===== src/rtl/w5300_pkg.sv =====
// Shared definitions for the W5300 register-access path: caddr field layout,
// socket register offsets and the bus arbiter state encoding.
package w5300_pkg;

  localparam int CADDR_W = 12;
  localparam int DATA_W  = 16;
  localparam int SEL_BIT = 11;
  localparam int OP_BIT  = 10;
  localparam int ADDR_W  = 10;

  localparam logic ADDR_S_VALID   = 1'b0;
  localparam logic ADDR_S_INVALID = 1'b1;
  localparam logic ADDR_OP_RD     = 1'b1;
  localparam logic ADDR_OP_WR     = 1'b0;

  localparam logic [ADDR_W-1:0] SN_CR       = 10'h202;
  localparam logic [ADDR_W-1:0] SN_SSR      = 10'h208;
  localparam logic [ADDR_W-1:0] SN_DPORTR   = 10'h212;
  localparam logic [ADDR_W-1:0] SN_DIPR     = 10'h214;
  localparam logic [ADDR_W-1:0] SN_WRSR     = 10'h220;
  localparam logic [ADDR_W-1:0] SN_TX_FSR   = 10'h224;
  localparam logic [ADDR_W-1:0] SN_TX_FIFOR = 10'h22E;

  typedef enum logic [1:0] {
    ARB_IDLE   = 2'd0,
    ARB_ACTIVE = 2'd1,
    ARB_GAP    = 2'd2
  } arb_state_e;

  function automatic logic [CADDR_W-1:0] caddr_with_sel(input logic [CADDR_W-1:0] c,
                                                        input logic sel);
    return {sel, c[CADDR_W-2:0]};
  endfunction

endpackage


===== src/rtl/w5300_rr_pick.sv =====
// Combinational round-robin picker: first set request strictly after rr_ptr,
// wrapping around, so the previous owner has lowest priority.
module w5300_rr_pick #(
  parameter int NUM_REQ = 3
) (
  input  logic [NUM_REQ-1:0]         req,
  input  logic [$clog2(NUM_REQ)-1:0] rr_ptr,
  output logic [NUM_REQ-1:0]         gnt,
  output logic [$clog2(NUM_REQ)-1:0] gnt_idx,
  output logic                       valid
);

  localparam int PTR_W = $clog2(NUM_REQ);

  int                idx;
  logic [PTR_W-1:0]  idx_l;

  always_comb begin
    gnt     = '0;
    gnt_idx = '0;
    valid   = 1'b0;
    idx     = 0;
    idx_l   = '0;
    for (int k = 1; k <= NUM_REQ; k++) begin
      // modulo keeps a stale out-of-range pointer from selecting a phantom slot
      idx   = (int'(rr_ptr) + k) % NUM_REQ;
      idx_l = PTR_W'(idx);
      if (!valid && req[idx_l]) begin
        valid      = 1'b1;
        gnt[idx_l] = 1'b1;
        gnt_idx    = idx_l;
      end
    end
  end

endmodule


===== src/rtl/w5300_bus_arbiter.sv =====
// Round-robin arbiter sharing the W5300 register-access bus between
// requesters, with locked bursts and a per-transaction completion timeout.
//
// state      | meaning
// ARB_IDLE   | bus invalid, arbitrate among pending requests
// ARB_ACTIVE | transaction issued, waiting for op_status or timeout
// ARB_GAP    | one forced invalid cycle; reissue if owner is locked
module w5300_bus_arbiter
  import w5300_pkg::*;
#(
  parameter int NUM_REQ        = 3,
  parameter int TIMEOUT_CYCLES = 1024
) (
  input  logic                    clk,
  input  logic                    rst,
  input  logic [NUM_REQ-1:0]      req,
  input  logic [NUM_REQ-1:0]      lock,
  input  logic [NUM_REQ*12-1:0]   req_caddr,
  input  logic [NUM_REQ*16-1:0]   req_wr_data,
  output logic [NUM_REQ-1:0]      grant,
  output logic [NUM_REQ-1:0]      done,
  output logic                    xfer_err,
  output logic [DATA_W-1:0]       rd_data,
  output logic                    busy,
  output logic                    timeout_sticky,
  output logic [CADDR_W-1:0]      caddr,
  output logic [DATA_W-1:0]       wr_data,
  input  logic                    op_status,
  input  logic [DATA_W-1:0]       bus_rd_data
);

  localparam int   PTR_W    = $clog2(NUM_REQ);
  localparam bit   TMO_EN   = (TIMEOUT_CYCLES > 0);
  localparam int   TMR_W    = TMO_EN ? $clog2(TIMEOUT_CYCLES + 1) : 1;
  localparam int   TMO_LAST = TMO_EN ? TIMEOUT_CYCLES - 1 : 0;
  localparam logic [TMR_W-1:0] TMR_LAST = TMR_W'(TMO_LAST);

  logic [CADDR_W-1:0] caddr_arr [NUM_REQ];
  logic [DATA_W-1:0]  wdata_arr [NUM_REQ];

  for (genvar gi = 0; gi < NUM_REQ; gi++) begin : g_unpack
    assign caddr_arr[gi] = req_caddr[12*gi +: 12];
    assign wdata_arr[gi] = req_wr_data[16*gi +: 16];
  end

  arb_state_e          state, state_nx;
  logic [PTR_W-1:0]    rr_ptr, rr_ptr_nx;
  logic [PTR_W-1:0]    own, own_nx;
  logic [TMR_W-1:0]    timer, timer_nx;
  logic [NUM_REQ-1:0]  grant_nx, done_nx;
  logic                xfer_err_nx, sticky_nx;
  logic [DATA_W-1:0]   rd_data_nx, wr_data_nx;
  logic [CADDR_W-1:0]  caddr_nx;

  logic [NUM_REQ-1:0]  pick_gnt;
  logic [PTR_W-1:0]    pick_idx;
  logic                pick_valid;

  w5300_rr_pick #(.NUM_REQ(NUM_REQ)) u_pick (
    .req     (req),
    .rr_ptr  (rr_ptr),
    .gnt     (pick_gnt),
    .gnt_idx (pick_idx),
    .valid   (pick_valid)
  );

  always_comb begin
    state_nx    = state;
    rr_ptr_nx   = rr_ptr;
    own_nx      = own;
    timer_nx    = timer;
    grant_nx    = grant;
    done_nx     = '0;
    xfer_err_nx = xfer_err;
    sticky_nx   = timeout_sticky;
    rd_data_nx  = rd_data;
    wr_data_nx  = wr_data;
    caddr_nx    = caddr;

    case (state)
      ARB_IDLE: begin
        caddr_nx = caddr_with_sel(caddr, ADDR_S_INVALID);
        if (pick_valid) begin
          grant_nx   = pick_gnt;
          own_nx     = pick_idx;
          rr_ptr_nx  = pick_idx;
          caddr_nx   = caddr_with_sel(caddr_arr[pick_idx], ADDR_S_VALID);
          wr_data_nx = wdata_arr[pick_idx];
          timer_nx   = '0;
          state_nx   = ARB_ACTIVE;
        end
      end

      ARB_ACTIVE: begin
        if (timer != '1) begin
          timer_nx = timer + 1'b1;
        end
        // completion beats a timeout landing on the same cycle
        if (op_status) begin
          done_nx     = grant;
          rd_data_nx  = bus_rd_data;
          xfer_err_nx = 1'b0;
          caddr_nx    = caddr_with_sel(caddr, ADDR_S_INVALID);
          state_nx    = ARB_GAP;
        end else if (TMO_EN && timer == TMR_LAST) begin
          done_nx     = grant;
          xfer_err_nx = 1'b1;
          sticky_nx   = 1'b1;
          caddr_nx    = caddr_with_sel(caddr, ADDR_S_INVALID);
          state_nx    = ARB_GAP;
        end
      end

      ARB_GAP: begin
        if (lock[own] && req[own]) begin
          caddr_nx   = caddr_with_sel(caddr_arr[own], ADDR_S_VALID);
          wr_data_nx = wdata_arr[own];
          timer_nx   = '0;
          state_nx   = ARB_ACTIVE;
        end else begin
          grant_nx = '0;
          state_nx = ARB_IDLE;
        end
      end

      default: begin
        grant_nx = '0;
        caddr_nx = caddr_with_sel(caddr, ADDR_S_INVALID);
        state_nx = ARB_IDLE;
      end
    endcase
  end

  always_ff @(posedge clk) begin
    if (rst) begin
      state          <= ARB_IDLE;
      rr_ptr         <= PTR_W'(NUM_REQ - 1);
      own            <= '0;
      timer          <= '0;
      grant          <= '0;
      done           <= '0;
      xfer_err       <= 1'b0;
      timeout_sticky <= 1'b0;
      rd_data        <= '0;
      wr_data        <= '0;
      caddr          <= {ADDR_S_INVALID, ADDR_OP_RD, {ADDR_W{1'b0}}};
    end else begin
      state          <= state_nx;
      rr_ptr         <= rr_ptr_nx;
      own            <= own_nx;
      timer          <= timer_nx;
      grant          <= grant_nx;
      done           <= done_nx;
      xfer_err       <= xfer_err_nx;
      timeout_sticky <= sticky_nx;
      rd_data        <= rd_data_nx;
      wr_data        <= wr_data_nx;
      caddr          <= caddr_nx;
    end
  end

  assign busy = (state != ARB_IDLE) || (grant != '0);

endmodule

===== config.mk =====
export PLATFORM = sky130hd
export DESIGN_NAME = w5300_bus_arbiter
export DESIGN_NICKNAME = d
export VERILOG_FILES = /design/src/rtl/w5300_pkg.sv /design/src/rtl/w5300_rr_pick.sv /design/src/rtl/w5300_bus_arbiter.sv
export SDC_FILE = /design/constraint.sdc
export NUM_CORES = 1
export LEC_CHECK = 0
export CELL_PAD_IN_SITES_DETAIL_PLACEMENT = 1
export CELL_PAD_IN_SITES_GLOBAL_PLACEMENT = 2
export CORE_MARGIN = 3
export CORE_UTILIZATION = 26
export DETAILED_ROUTE_END_ITERATION = 12
export PLACE_DENSITY_LB_ADDON = 0.1
export SETUP_SLACK_MARGIN = 0.1
export SYNTH_ARGS = -nofsm -noshare
export SYNTH_HDL_FRONTEND = slang
export SYNTH_SLANG_ARGS = --single-unit
export TNS_END_PERCENT = 30

===== constraint.sdc =====
create_clock -name clk -period 4.75 [get_ports clk]
set_clock_uncertainty 0.2 [all_clocks]
set_input_delay 0.95 -clock clk [delete_from_list [all_inputs] [get_ports clk]]
set_output_delay 0.95 -clock clk [all_outputs]
set_load 0.005 [all_outputs]

# [Word level (Yosys, flattened, before mapping)]
# Index checks and enable logic that the tools add are counted.
[word_totals] ff_bits=69 elab_cells=130 out_inout_bits=53
[op_classes] eq_ne=9 n_lt_le_gt_ge=9 addsub=4 bitwise_logic=6 n_mux=61 reduce_logical=26 n_div=3
[op_table] cell="$mod 32x3->32 const B" n=3
[op_table] cell="$mux 16" n=6
[op_table] cell="$mux 11" n=7
[op_table] cell="$bmux 16 s2" n=2
[op_table] cell="$bmux 12 s2" n=2
[op_table] cell="$mux 12" n=4
[op_table] cell="$pmux 12 s3" n=1
[op_table] cell="$pmux 11 s3" n=1
[op_table] cell="$pmux 16 s2" n=1
[op_table] cell="$mux 3" n=7
[op_table] cell="$mux 1" n=14
[op_table] cell="$lt 2x3->1 const B" n=4
[op_table] cell="$mux 2" n=6
[op_table] cell="$add 11x1->11 const B" n=1
[op_table] cell="$eq 11x10->1 const B" n=1
[op_table] cell="$ne 11x11->1 const B" n=1
[op_table] cell="$bmux 1 s2" n=5
[op_table] cell="$reduce_and 2->1" n=5
[op_table] cell="$pmux 3 s3" n=1
[op_table] cell="$reduce_and 3->1" n=3
[op_table] cell="$ne 2x2->1 const B" n=4
[op_table] cell="$reduce_and 4->1" n=2
[op_table] cell="$add 2x2->3 const B" n=2
[op_table] cell="$demux 1 s2" n=3
[op_table] cell="17 further kinds" n=32

# [Longest topological paths before layout]
[logic_depth] word_depth=17 ltp_mapped=12 ltp_nobuf=8

# [By module]
# Synthesis repeated with hierarchy kept, for this count alone.
[hier_totals] hier_cells=507 area_unflattened_um2=4425.5
[by_module_without_submodules] module="w5300_bus_arbiter" n_inst=1 seq_area_each_um2=1361.3 cells_each=466 area_per_inst_um2=4127.7
[by_module_without_submodules] module="w5300_rr_pick" n_inst=1 seq_area_each_um2=0.0 cells_each=41 area_per_inst_um2=297.8

# [Least setup slack after synthesis]
# OpenSTA, ideal clock, no wires.
[synth_path] path_kind="reg-to-reg" startpoint="register rr_ptr[0]" endpoint="register timer[7]" stages_incl_launch_ff=12 arrival_ns=2.605 path_slack_ns=1.871 n_path_buf=3 required_time_ns=4.476 path_cell_list="dfxtp_1 > clkbuf_1 > inv_1 > ha_1 > buf_4 > mux2i_1 > o21ai_2 > nor4_1 > o31a_1 > buf_6 > or4_1 > a21oi_1"
[synth_between] elab_chain_len=13
[synth_lines] item="from (decl)" line="w5300_bus_arbiter.sv:47" rtl="logic [PTR_W-1:0] rr_ptr, rr_ptr_nx;"
[synth_lines] item="from (signal assigned)" line="w5300_bus_arbiter.sv:137" rtl="rr_ptr <= PTR_W'(NUM_REQ - 1);"
[synth_lines] item="from (signal assigned)" line="w5300_bus_arbiter.sv:149" rtl="rr_ptr <= rr_ptr_nx;"
[synth_lines] item="$add 2x1->3" line="w5300_rr_pick.sv:26" rtl="idx = (int'(rr_ptr) + k) % NUM_REQ;"
[synth_lines] item="$mod 32x3->32" line="w5300_rr_pick.sv:26"
[synth_lines] item="$bmux 1 s2" line="w5300_rr_pick.sv:28" rtl="if (!valid && req[idx_l]) begin"
[synth_lines] item="$mux 1 (implied by the code)" line="w5300_rr_pick.sv:28"
[synth_lines] item="$mux 1" line="w5300_rr_pick.sv:28"
[synth_lines] item="$logic_not 1->1" line="w5300_rr_pick.sv:28"
[synth_lines] item="$logic_and 1x1->1" line="w5300_rr_pick.sv:28"
[synth_lines] item="$mux 1" line="w5300_rr_pick.sv:28"
[synth_lines] item="$logic_not 1->1" line="w5300_rr_pick.sv:28"
[synth_lines] item="$logic_and 1x1->1" line="w5300_rr_pick.sv:28"
[synth_lines] item="$mux 1 (*)" line="w5300_rr_pick.sv:28"
[synth_lines] item="$ne 2x2->1 (no line) (*)"
[synth_lines] item="$reduce_and 4->1 (no line) (*)"
[synth_lines] item="to (signal assigned)" line="w5300_bus_arbiter.sv:151" rtl="timer <= timer_nx;"
[synth_lines] item="to (decl)" line="w5300_bus_arbiter.sv:49" rtl="logic [TMR_W-1:0] timer, timer_nx;"
# Mark *: on every way between the ends. The rest lies on a longest branch, timed or not. The select of a mux whose other input is x is not followed.
# A chain may end at the register's enable or synchronous reset.

# [Worst setup path after layout]
[layout_path] startpoint="register rr_ptr[0]" endpoint="register caddr[10]"
[layout_between] elab_chain_len=17
[layout_lines] item="$add 2x1->3" line="w5300_rr_pick.sv:26"
[layout_lines] item="$mod 32x3->32" line="w5300_rr_pick.sv:26"
[layout_lines] item="$bmux 1 s2" line="w5300_rr_pick.sv:28"
[layout_lines] item="$mux 1 (implied by the code)" line="w5300_rr_pick.sv:28"
[layout_lines] item="$mux 1" line="w5300_rr_pick.sv:28"
[layout_lines] item="$logic_not 1->1" line="w5300_rr_pick.sv:28"
[layout_lines] item="$logic_and 1x1->1" line="w5300_rr_pick.sv:28"
[layout_lines] item="$mux 1" line="w5300_rr_pick.sv:28"
[layout_lines] item="$logic_not 1->1" line="w5300_rr_pick.sv:28"
[layout_lines] item="$logic_and 1x1->1" line="w5300_rr_pick.sv:28"
[layout_lines] item="$mux 2" line="w5300_rr_pick.sv:28"
[layout_lines] item="$not 2->3 (implied by the code)" line="w5300_bus_arbiter.sv:87" rtl="caddr_nx = caddr_with_sel(caddr_arr[pick_idx], ADDR_S_VALID);"
[layout_lines] item="$bmux 12 s2" line="w5300_bus_arbiter.sv:87"
[layout_lines] item="$mux 11 (implied by the code) (2 in a row)" line="w5300_bus_arbiter.sv:87"
[layout_lines] item="$mux 12" line="w5300_bus_arbiter.sv:83" rtl="if (pick_valid) begin"
[layout_lines] item="$pmux 12 s3" line="w5300_bus_arbiter.sv:80" rtl="case (state)"
[layout_lines] item="to (signal assigned)" line="w5300_bus_arbiter.sv:146" rtl="caddr <= {ADDR_S_INVALID, ADDR_OP_RD, {ADDR_W{1'b0}}};"
[layout_lines] item="to (signal assigned)" line="w5300_bus_arbiter.sv:158" rtl="caddr <= caddr_nx;"
[layout_lines] item="to (decl)" line="w5300_bus_arbiter.sv:26" rtl="output logic [CADDR_W-1:0] caddr,"
# Several ways; a longest one is shown, not always the timed one. The select of a mux whose other input is x is not followed.

==> results.ini <==
[floorplan]
core-area_sq_um=15500
die_y_microns=133
ioPinCount=162
start_util_pct=27.0
die_width_microns=133
dieArea_sq_um=17600
rows=45

[drt]
wl_per_cell_microns=18.8
drt_pass1_iterations=4
drtIter0Drc=171
drc=0
ant_nets=0
vias_per_cell=5.29
wl_mm=17.2
vias=4831

[power]
p_total_mw=3.57
power.leakage_nw=2.20
vdd_drop_max_mv=0.315
power_density_nw_per_um2=570

[global_routing]
grt_use_total_pct=19.2
overflow=0
antenna_found_initial=0
grt_pass1_vias=5282
grt_pass1_wl_mm=27.6
grt_max_degree=33

[logic_synthesis]
yosys.area.top_type_share_pct=32.6
synth_area_leader_cell=dfxtp_1
ys.flop_type=dfxtp_1
post-synth-top-count-cell=nand2_1
synth_edf_count=0
syn_nets=672
ys_seq_area_share_pct=32.6
synth_area_per_cell_sq_um=7.48
synthArstFlopShare_pct=0
syn_inst=558
synth_common_cells=nand2_1, dfxtp_1, a21oi_1, o21ai_0, nand3_1
yosys_warnings=0
syn-cell-area_sq_um=4180
ys_ff_latch=68
synthTopCellsByArea=dfxtp_1, a21oi_1, mux2i_1
synth_cell_types=48

[clock_network]
cts.sinks=68
clkLatencyLatePin_ns=0.34
cts_tree=done
ctsHoldBuffers=0
cts_resized=0
cts_buffer_depth=2
clk_pin_slew_worst_paths_ns=0.06
cts_buffers=9
cts_root_buf=clkbuf_16
cts_setup_buffers=0
h-tree-depth=3

[cells_and_area]
final_nets=812
antenna_cells=0
drive_gt1_share_pct=6.12
fillers=1834
syn_to_final_growth_pct=50.1

[sta]
fin_setup_tns_ns=0
hold_viol=0
rsz0062_at_grt=no
slew_headroom_pct=26.1
final_max_slew_viol_count=0
tightest_slew_ns=1.10
finalCriticalPeriod_ns=3.61
period_share_pct=75.9
setup_violations=0
fmax_ghz=0.277

[placed_design]
gp_congestion=0.786
portBuffers=158
place_hpwl_mm=12.3

[worst_setup_path]
cp-end-kind=flip-flop
critical_path_class=flip-flop to flip-flop
start_kind=flip-flop
path_max_fanout=19
arrival_ns=3.63
required_ns=4.78

[outcome]
status=complete, no violations

[hold_path]
hp-class=flip-flop to flip-flop

[flow_run]
drv_cap=0

## cell families after synthesis
kind of cell | Yosys count | share of synthesized area (%)
simple gates | 210 | 24.1
compound gates | 194 | 29.3
flops | 68 | 32.6
buf+inv | 51 | 5.30
mux | 30 | 7.22
fa+ha+maj | 5 | 1.50
## cells in the final DEF (no fill, tap or decap), types with 10 or more instances in the layout
master           instances
clkdlybuf4s50_1        158
buf_4                   13
a21oi_1                 65
and3_1                  10
or3_1                   19
a32o_1                  15
dfxtp_1                 67
mux2i_1                 29
nand2_1                 69
o21ai_0                 58
nor2_1                  28
nand3_1                 54
## area by class of cell
type | count | area, sq um | area share, %
clock inverter | 6 | 72.6 | 1.16
clock buffer | 10 | 239 | 3.81
sequential | 68 | 1360 | 21.7
multi-input combinational | 439 | 2620 | 41.8
inverter | 9 | 33.8 | 0.539
tap | 211 | 264 | 4.21
timing repair buffer | 171 | 1680 | 26.8
## power breakdown
part	internal, mW	leakage [nW]	switching [mW]
clock	0.426	0.149	0.283
sequential	0.708	0.557	0.110
combinational	0.869	1.50	1.18
## worst max-delay path: stages, from the launching register on
cell      delay (ns)
dfxtp_1         0.71
inv_1           0.24
ha_1            0.38
mux2i_1         0.27
o21a_1          0.26
nand3_1         0.48
buf_4           0.42
nand3_1         0.11
a21boi_0        0.10
o32a_1          0.32
## path summary, 6_finish.rpt
path               from          to  slack (ns)  cells after the start
max           rr_ptr[0]   caddr[10]        1.14                      9
min          rd_data[2]  rd_data[2]        0.25                      2
max reg2reg   rr_ptr[0]   caddr[10]        1.14                      9
min reg2reg  rd_data[2]  rd_data[2]        0.25                      2
## registers in the layout, summed over array words and instances, names as in the netlist
signal and count:
wr_data 16, state 2, rd_data 16, caddr 12
rr_ptr 2, xfer_err 1, timer 11, grant 3
done 3, timeout_sticky 1, own 1
## metal layers
layer,vias to the layer above,part of all wire [%],global-route usage [%]
li1,2347,-,-
met1,2347,44,23.0
met2,117,49,34.3
met3,20,4.7,4.87
met4,0,1.7,5.02
met5,-,0,0
## through the flow
stage | instance area, sq um | instances | hold WS (ns) | setup WS (ns) | utilization (%)
2_1_floorplan | 4180 | 558 | 0.249 | 1.87 | -
3_3_place_gp | 5960 | 898 | 0.241 | 1.05 | 38.5
3_5_place_dp | 5960 | 898 | 0.246 | 0.956 | 38.5
4_1_cts | 6270 | 914 | 0.254 | 1.05 | 40.5
5_1_grt | 6270 | 914 | 0.284 | 0.792 | 40.5
6_report | 6270 | 914 | 0.253 | 1.14 | 40.5
Note: power is estimated with default switching activity, not from simulation.
